[config.mk]
export PLATFORM = sky130hd
export DESIGN_NAME = poly_chord_mixer
export DESIGN_NICKNAME = d
export VERILOG_FILES = /design/src/rtl/poly_chord_mixer.sv
export SDC_FILE = /design/constraint.sdc
export NUM_CORES = 1
export LEC_CHECK = 0
export ABC_AREA = 1
export CORE_MARGIN = 3
export CORE_UTILIZATION = 52
export CTS_CLUSTER_SIZE = 16
export DETAILED_ROUTE_END_ITERATION = 7
export GPL_ROUTABILITY_DRIVEN = 0
export PLACE_DENSITY_LB_ADDON = 0.25
export SYNTH_ARGS = -nofsm -noshare
export SYNTH_HDL_FRONTEND = slang
export SYNTH_SLANG_ARGS = --single-unit
[constraint.sdc]
create_clock -name clk -period 5 [get_ports clk]
set_input_delay 1 -clock clk [delete_from_list [all_inputs] [get_ports clk]]
set_output_delay 1 -clock clk [all_outputs]
set_load 0.005 [all_outputs]
[src/rtl/poly_chord_mixer.sv]
// Polyphonic note allocator with beat-driven duration countdown and voice stealing,
// plus a sequential per-voice sample mixer that produces one scaled sample per request.
module poly_chord_mixer #(
  parameter int NUM_VOICES = 4,
  parameter int NOTE_W     = 6,
  parameter int DUR_W      = 6,
  parameter int SAMPLE_W   = 16,
  parameter int STEAL_EN   = 1,
  parameter int MIX_MODE   = 0
) (
  input  logic                           clk,
  input  logic                           reset,
  input  logic                           play,
  input  logic [NOTE_W-1:0]              note,
  input  logic [DUR_W-1:0]               duration,
  input  logic                           new_note,
  input  logic                           beat,
  input  logic                           generate_next_sample,
  input  logic [NUM_VOICES*SAMPLE_W-1:0] voice_sample,
  output logic [NUM_VOICES*NOTE_W-1:0]   voice_note,
  output logic [NUM_VOICES-1:0]          voice_active,
  output logic [NUM_VOICES-1:0]          voice_load,
  output logic signed [SAMPLE_W-1:0]     sample_out,
  output logic                           new_sample_ready,
  output logic                           note_dropped
);

  localparam int LOG2V = $clog2(NUM_VOICES);
  localparam int AW    = SAMPLE_W + LOG2V;
  localparam logic [LOG2V-1:0] LAST_IDX = LOG2V'(NUM_VOICES - 1);
  localparam logic signed [AW-1:0] POS_MAX = {{(LOG2V+1){1'b0}}, {(SAMPLE_W-1){1'b1}}};
  localparam logic signed [AW-1:0] NEG_MIN = {{(LOG2V+1){1'b1}}, {(SAMPLE_W-1){1'b0}}};

  typedef enum logic [1:0] {IDLE, ACC, OUT} mix_state_t;

  logic [DUR_W-1:0]           rem      [NUM_VOICES];
  logic [NOTE_W-1:0]          note_reg [NUM_VOICES];
  logic signed [SAMPLE_W-1:0] samples  [NUM_VOICES];
  logic                       note_ok, any_idle, do_load;
  logic [LOG2V-1:0]           free_idx, steal_idx, target_idx;

  for (genvar g = 0; g < NUM_VOICES; g++) begin : g_unpack
    assign voice_note[g*NOTE_W +: NOTE_W] = note_reg[g];
    assign samples[g] = voice_sample[g*SAMPLE_W +: SAMPLE_W];
  end

  // Lowest-index idle voice, and the busy voice closest to finishing (ties to lowest index)
  always_comb begin
    free_idx  = '0;
    steal_idx = '0;
    for (int i = NUM_VOICES - 1; i >= 0; i--)
      if (!voice_active[i]) free_idx = LOG2V'(i);
    for (int i = 1; i < NUM_VOICES; i++)
      if (rem[i] < rem[steal_idx]) steal_idx = LOG2V'(i);
  end

  assign any_idle   = ~&voice_active;
  assign note_ok    = new_note & play & (|note) & (|duration);
  assign do_load    = note_ok & (any_idle | (STEAL_EN != 0));
  assign target_idx = any_idle ? free_idx : steal_idx;

  always_ff @(posedge clk or posedge reset) begin
    if (reset) begin
      voice_active <= '0;
      voice_load   <= '0;
      note_dropped <= 1'b0;
      for (int i = 0; i < NUM_VOICES; i++) begin
        rem[i]      <= '0;
        note_reg[i] <= '0;
      end
    end else begin
      voice_load   <= '0;
      note_dropped <= note_ok & ~any_idle & (STEAL_EN == 0);
      if (play) begin
        for (int i = 0; i < NUM_VOICES; i++) begin
          if (do_load && target_idx == LOG2V'(i)) begin
            note_reg[i]     <= note;
            rem[i]          <= duration;
            voice_active[i] <= 1'b1;
            voice_load[i]   <= 1'b1;
          end else if (beat && voice_active[i]) begin
            rem[i] <= rem[i] - 1'b1;
            if (rem[i] == DUR_W'(1)) voice_active[i] <= 1'b0;
          end
        end
      end
    end
  end

  mix_state_t             state, next_state;
  logic [LOG2V-1:0]       idx;
  logic signed [AW-1:0]   acc, addend;
  logic signed [SAMPLE_W-1:0] scaled;

  always_comb begin
    next_state = state;
    case (state)
      IDLE:    if (generate_next_sample) next_state = ACC;
      ACC:     if (idx == LAST_IDX) next_state = OUT;
      OUT:     next_state = IDLE;
      default: next_state = IDLE;
    endcase
  end

  // Silent voices and paused playback contribute zero rather than stalling the mixer
  always_comb begin
    addend = '0;
    if (voice_active[idx] && play)
      addend = {{LOG2V{samples[idx][SAMPLE_W-1]}}, samples[idx]};
    scaled = acc[AW-1:LOG2V];
    if (MIX_MODE != 0) begin
      if (acc > POS_MAX)      scaled = POS_MAX[SAMPLE_W-1:0];
      else if (acc < NEG_MIN) scaled = NEG_MIN[SAMPLE_W-1:0];
      else                    scaled = acc[SAMPLE_W-1:0];
    end
  end

  always_ff @(posedge clk or posedge reset) begin
    if (reset) begin
      state            <= IDLE;
      idx              <= '0;
      acc              <= '0;
      sample_out       <= '0;
      new_sample_ready <= 1'b0;
    end else begin
      state            <= next_state;
      new_sample_ready <= (state == OUT);
      case (state)
        IDLE: if (generate_next_sample) begin
          acc <= '0;
          idx <= '0;
        end
        ACC: begin
          acc <= acc + addend;
          idx <= idx + 1'b1;
        end
        OUT:     sample_out <= scaled;
        default: ;
      endcase
    end
  end

endmodule

# Yosys cells after proc, flatten, opt, wreduce, memory -nomap -nowiden
# Cells that the tools add are included.
[op_classes]
n_lt_le_gt_ge = 7
bitwise = 6
reduce_logical = 37
addsub = 6
n_eq_ne = 12
muxes = 52
[ops]
columns = ["cell", "count"]
rows = [
  ["$mux 6", 12],
  ["$mux 18", 2],
  ["$pmux 18 s2", 1],
  ["$bmux 16 s2", 1],
  ["$mux 16", 2],
  ["$bmux 6 s2", 2],
  ["$eq 6x1->1 const B", 4],
  ["$sub 6x1->6 const B", 4],
  ["$mux 2", 10],
  ["$reduce_and 2->1", 10],
  ["$add 18x18->18", 1],
  ["$lt 6x6->1", 3],
  ["$mux 1", 18],
  ["$reduce_bool 2->1", 9],
  ["$reduce_and 3->1", 4],
  ["$reduce_or 6->1", 2],
  ["$ge 3x3->1 const B", 3],
  ["$logic_and 1x1->1", 9],
  ["$not 2->3", 3],
  ["$eq 2x2->1 const B", 4],
  ["$pmux 2 s2", 2],
  ["$eq 2x1->1 const B", 2],
  ["$logic_not 2->1", 2],
  ["$mux 4", 1],
  ["other kinds (6)", 9],
]
[word_totals]
register_bits = 95
wordCells = 138
output_inout_bits = 50
inputBits = 82

# Longest topological paths before layout
[depth]
ltp_word = 19
ltp_mapped = 30
mapped_depth_nobuf = 28

# Least setup slack after synthesis
# OpenSTA, ideal clock, no wires.
[synth_path]
path_kind = "register to register"
start = "reg rem[17] (netlist bit)"
end = "reg rem[1] (netlist bit)"
path_stages_with_launch = 28
arrival_ps = 4056
setup_ps = 117
period_less_slack_ps = 4173
slack_ps = 827
n_path_buf = 3
cell_sequence = "dfrtp_1 ha_1 nand2_1 inv_2 a21oi_2 nand2_2 clkbuf_1 o21ai_0 ha_1 a21oi_1 nor2_1 a211oi_1 nand2_2 clkbuf_1 nand2_1 o21ai_0 ha_1 a21oi_1 nor2_1 a211oi_1 nand2_2 nand2_2 nand2_4 nor2_8 buf_4 nand3_1 nand3_1 nand2_1"
[synth_between]
elab_chain_len = 19
elab_cells_between_ends = 20
[synth_lines]
columns = ["element", "line", "source"]
rows = [
  ["start, declared", "36", "logic [DUR_W-1:0] rem [NUM_VOICES];"],
  ["start signal, assigned by index", "78", "rem[i] <= duration;"],
  ["start signal, assigned by index", "82", "rem[i] <= rem[i] - 1'b1;"],
  ["$lt 6x6->1", "54", "if (rem[i] < rem[steal_idx]) steal_idx = LOG2V'(i);"],
  ["$mux 1", "54", ""],
  ["$not 2->3 (not written as such)", "54", ""],
  ["$bmux 6 s2", "54", ""],
  ["$mux 6 (not written as such) (2 in a row)", "54", ""],
  ["$lt 6x6->1", "54", ""],
  ["$mux 2", "54", ""],
  ["$not 2->3 (not written as such)", "54", ""],
  ["$bmux 6 s2", "54", ""],
  ["$mux 6 (not written as such) (2 in a row)", "54", ""],
  ["$lt 6x6->1", "54", ""],
  ["$mux 2 *", "54", ""],
  ["$mux 2 *", "60", "assign target_idx = any_idle ? free_idx : steal_idx;"],
  ["$eq 2x2->1 *", "76", "if (do_load && target_idx == LOG2V'(i)) begin"],
  ["$logic_and 1x1->1 *", "76", ""],
  ["$reduce_bool 2->1 (no line)", "n/a", ""],
  ["$reduce_and 2->1 (no line)", "n/a", ""],
]
# Every way passes the cells marked *; elsewhere a longest branch is shown, timed or not. The select of a mux whose other input is x is not followed.
# A chain may end at the register's enable or synchronous reset.

# Worst setup path after layout
[layout_path]
start = "reg rem[15] (netlist bit)"
end = "reg rem[5] (netlist bit)"
# Same word-level chain as after synthesis.

==> summary.txt <==
outcome: complete, no violations
clock root buffer master: clkbuf_16
cts repair resizes: 0
synthesized cell area: 6210 um^2
Clock Latency Late Sink: 0.34 ns
Filler cells: 987
1st-pass router iterations: 5
H-tree depth: 3
WHS Path Cells: 1
Die Y: 115 um
Worst-path clk slew: 0.07 ns
min-delay worst type: reg2reg
Post-Place Cells: 1091
Synth Warn #: 0
complex-gate fraction of the synthesized area: 14.9%
uppermost layer routed: met4
Synth async-reset ratio: 100%
P_int: 2.83 mW
routed via count: 6054
R2R Path End: rem[5]
arrival time worst endpoint: 4.87 ns
Startpoint Class: register
sequential power share: 26.0%
Chip Width: 115 um
DP Area: 7580 um^2
#FFs+latches synth: 95
minimum clock period: 4.60 ns
Avg Inst Size Synth: 7.38 um^2
Setup CP Type: reg2reg
# setup viols final: 0
gr ovfl total: 0
Max VDD drop: 0.000321 V
initial core utilization: 53.7%
period utilization: 92.0%
CTS tree: yes
Routed Antenna Nets: 0
DP HPWL: 12700 um
M1 WL: 7530 um
Simple-Gate Fraction of Synth Area: 27.4%
P&R area growth vs syn: 26.9%
clock share of power: 12.7%
nets: 1083
final worst-path setup slack: 0.400 ns
Routed WL per cell: 15.4 um
Core Area: 11600 um^2
setup bufs post-CTS: 0
row cnt: 39
largest net degree at the start of global routing: 68
delay-heaviest family, CP: simple AND/OR/NAND/NOR gates
non-filler cells, final: 1107
Post-synth EDFFs: 0
IO Pins: 132
reg2reg setup slack: 0.40 ns
IO buf count: 130
hold endpoint: new_sample_ready
Residual DRC: 0
required time worst endpoint: 5.27 ns
Synth Area in XOR/XNOR: 2.96%
most common cell after layout, fill and taps aside: nand2_1
Max Cap Viol: 0
syn_nets: 966
fin area: 7880 um^2
CTS Buffer Depth: 2
RR Startpoint: rem[15]
Final Hold Fails: 0
Sw Pwr: 2.59 mW
synthesized-area fraction occupied by adder cells: 8.58%
max incr delay on CP: 0.47 ns
fmax: 0.217 GHz
Ant. Diodes: 0
first-pass GRT wire length: 27900 um
hold buffer count at cts: 0
overall routing resource usage: 26.4%
Sum Neg Setup Slack: 0 ns
Primary FF master, synth: dfrtp_1
number of vias per cell: 5.47
commonest cells after routing, fill and taps aside: nand2_1, clkdlybuf4s50_1, nor2_1, dfrtp_1, o21ai_0
DIE AREA: 13300 um^2
crit path buf inv count: 0
Met3 Wirelength: 1320 um
Synth cell types: 37
Num CTS Buffers: 9
most used cell, CP: nand2_2
post-layout util: 68.2%
wire length on met2: 7770 um
drt total wl: 17100 um
relative slew slack: 36.0%
CP max FO: 27
initial antenna violation count: 0
CP Capture Type: register
gate count of the mapped netlist: 842
worst hold start: state[0]
vias in the first global route: 5758
mux cell area share after synthesis: 0%
share of cells above drive strength 1: 4.67%
unrepaired setup endpoints after global routing: true
Pleak: 3.81 nW
FF-to-FF path depth: 24
DRT iter0 DRCs: 487
fin. max-slew vios: 0
crit path cell chain: ha_1, nand2_1, nand2_1, a21oi_2, nand2_2, o21ai_1, ha_1, a21oi_1, nor2_1, a211oi_2, nand2_2, o21ai_0, ha_1, a21oi_1, nor2_1, a211oi_1, nand2_2, nand2_2, nand2_4, nor2_8, nand2_4, nand2_2, nand3_1, nand2_1
Setup WS pre-CTS: 0.333 ns
main combinational cell family by area after synthesis: simple AND/OR/NAND/NOR gates
clk sinks: 95
sequential share of the synthesized area: 38.3%
Slew @ Worst Pin: 0.956 ns
Comb power frac: 61.3%
Max stage delay cell, worst path: dfrtp_1
Worst Skew: 0.00724 ns
switching portion of total power: 47.8%
power density cells: 688 nW/um^2
cell type report:
cell class                      count  area [um^2]  share of cell area [%]
Multi-Input combinational cell    631         3360                    42.6
Tap cell                          143          179                    2.27
Timing Repair Buffer              136         1350                    17.1
Clock inverter                      6         68.8                   0.873
Sequential cell                    95         2380                    30.2
Inverter                           86          325                    4.13
Clock buffer                       10          229                    2.90
power groups by stage:
stage	sequential [mW]	clock (mW)	combinational (mW)
global placement	1.40	0	3.17
floorplan	1.34	0	2.46
global route	1.45	0.725	3.79
finish	1.41	0.690	3.32
detailed placement	1.41	0	3.25
CTS	1.40	0.694	3.29
sequential cells by signal, indices dropped and copies added (netlist names):
register	flops
new_sample_ready	1
sample_out	16
acc	18
state	2
rem	24
voice_note	24
idx	2
voice_active	4
voice_load	4
logic make-up after synthesis:
kind of cell,after synthesis
compound gates,173
xor+xnor,21
fa+ha+maj,42
buf+inv,116
flops,95
other cells,1
simple gates,394
worst max-delay path by stage:
stage                     slack (ns)  cells after the start     from      end
after global routing           -0.05                     24  rem[15]   rem[5]
after global placement          0.56                     25  rem[15]   rem[7]
after floorplan                 0.83                     27  rem[17]   rem[1]
after CTS                       0.26                     24  rem[15]   rem[5]
final                           0.40                     24  rem[15]   rem[5]
after detailed placement        0.33                     24  rem[23]  rem[19]
cells in the mapped netlist (7+ instances only):
cell | instances | area (um^2)
a21oi_1 | 38 | 190
clkbuf_1 | 19 | 71.3
dfrtp_1 | 95 | 2380
ha_1 | 41 | 513
inv_1 | 83 | 312
nand2_1 | 183 | 687
nand2_2 | 9 | 56.3
nand3_1 | 79 | 395
nor2_1 | 98 | 368
nor3_1 | 7 | 35.0
o21ai_0 | 87 | 435
o21ai_1 | 22 | 110
o22ai_1 | 13 | 81.3
xnor2_1 | 11 | 96.3
xor2_1 | 10 | 87.6
worst reg2reg max path, delay by kind of cell (launching register included):
kind | cells | cell delay (ns)
AND/OR/NAND/NOR | 14 | 1.74
AO/OA/AOI/OAI | 7 | 1.42
adder cells (fa/ha/maj) | 3 | 0.91
flip-flops | 1 | 0.47
layer usage:
metal,vias to the layer above,GRT usage (%)
met2,251,43.6
met4,0,9.08
li1,3011,-
met1,2753,35.1
met5,-,0
met3,39,4.68
metrics by stage:
stage	power [mW]	hold slack (ns)
6_report	5.42	0.478
3_3_place_gp	4.57	0.468
4_1_cts	5.38	0.485
5_1_grt	5.97	0.506
3_5_place_dp	4.66	0.464
2_1_floorplan	3.80	0.435
(Power assumes the default switching activity.)
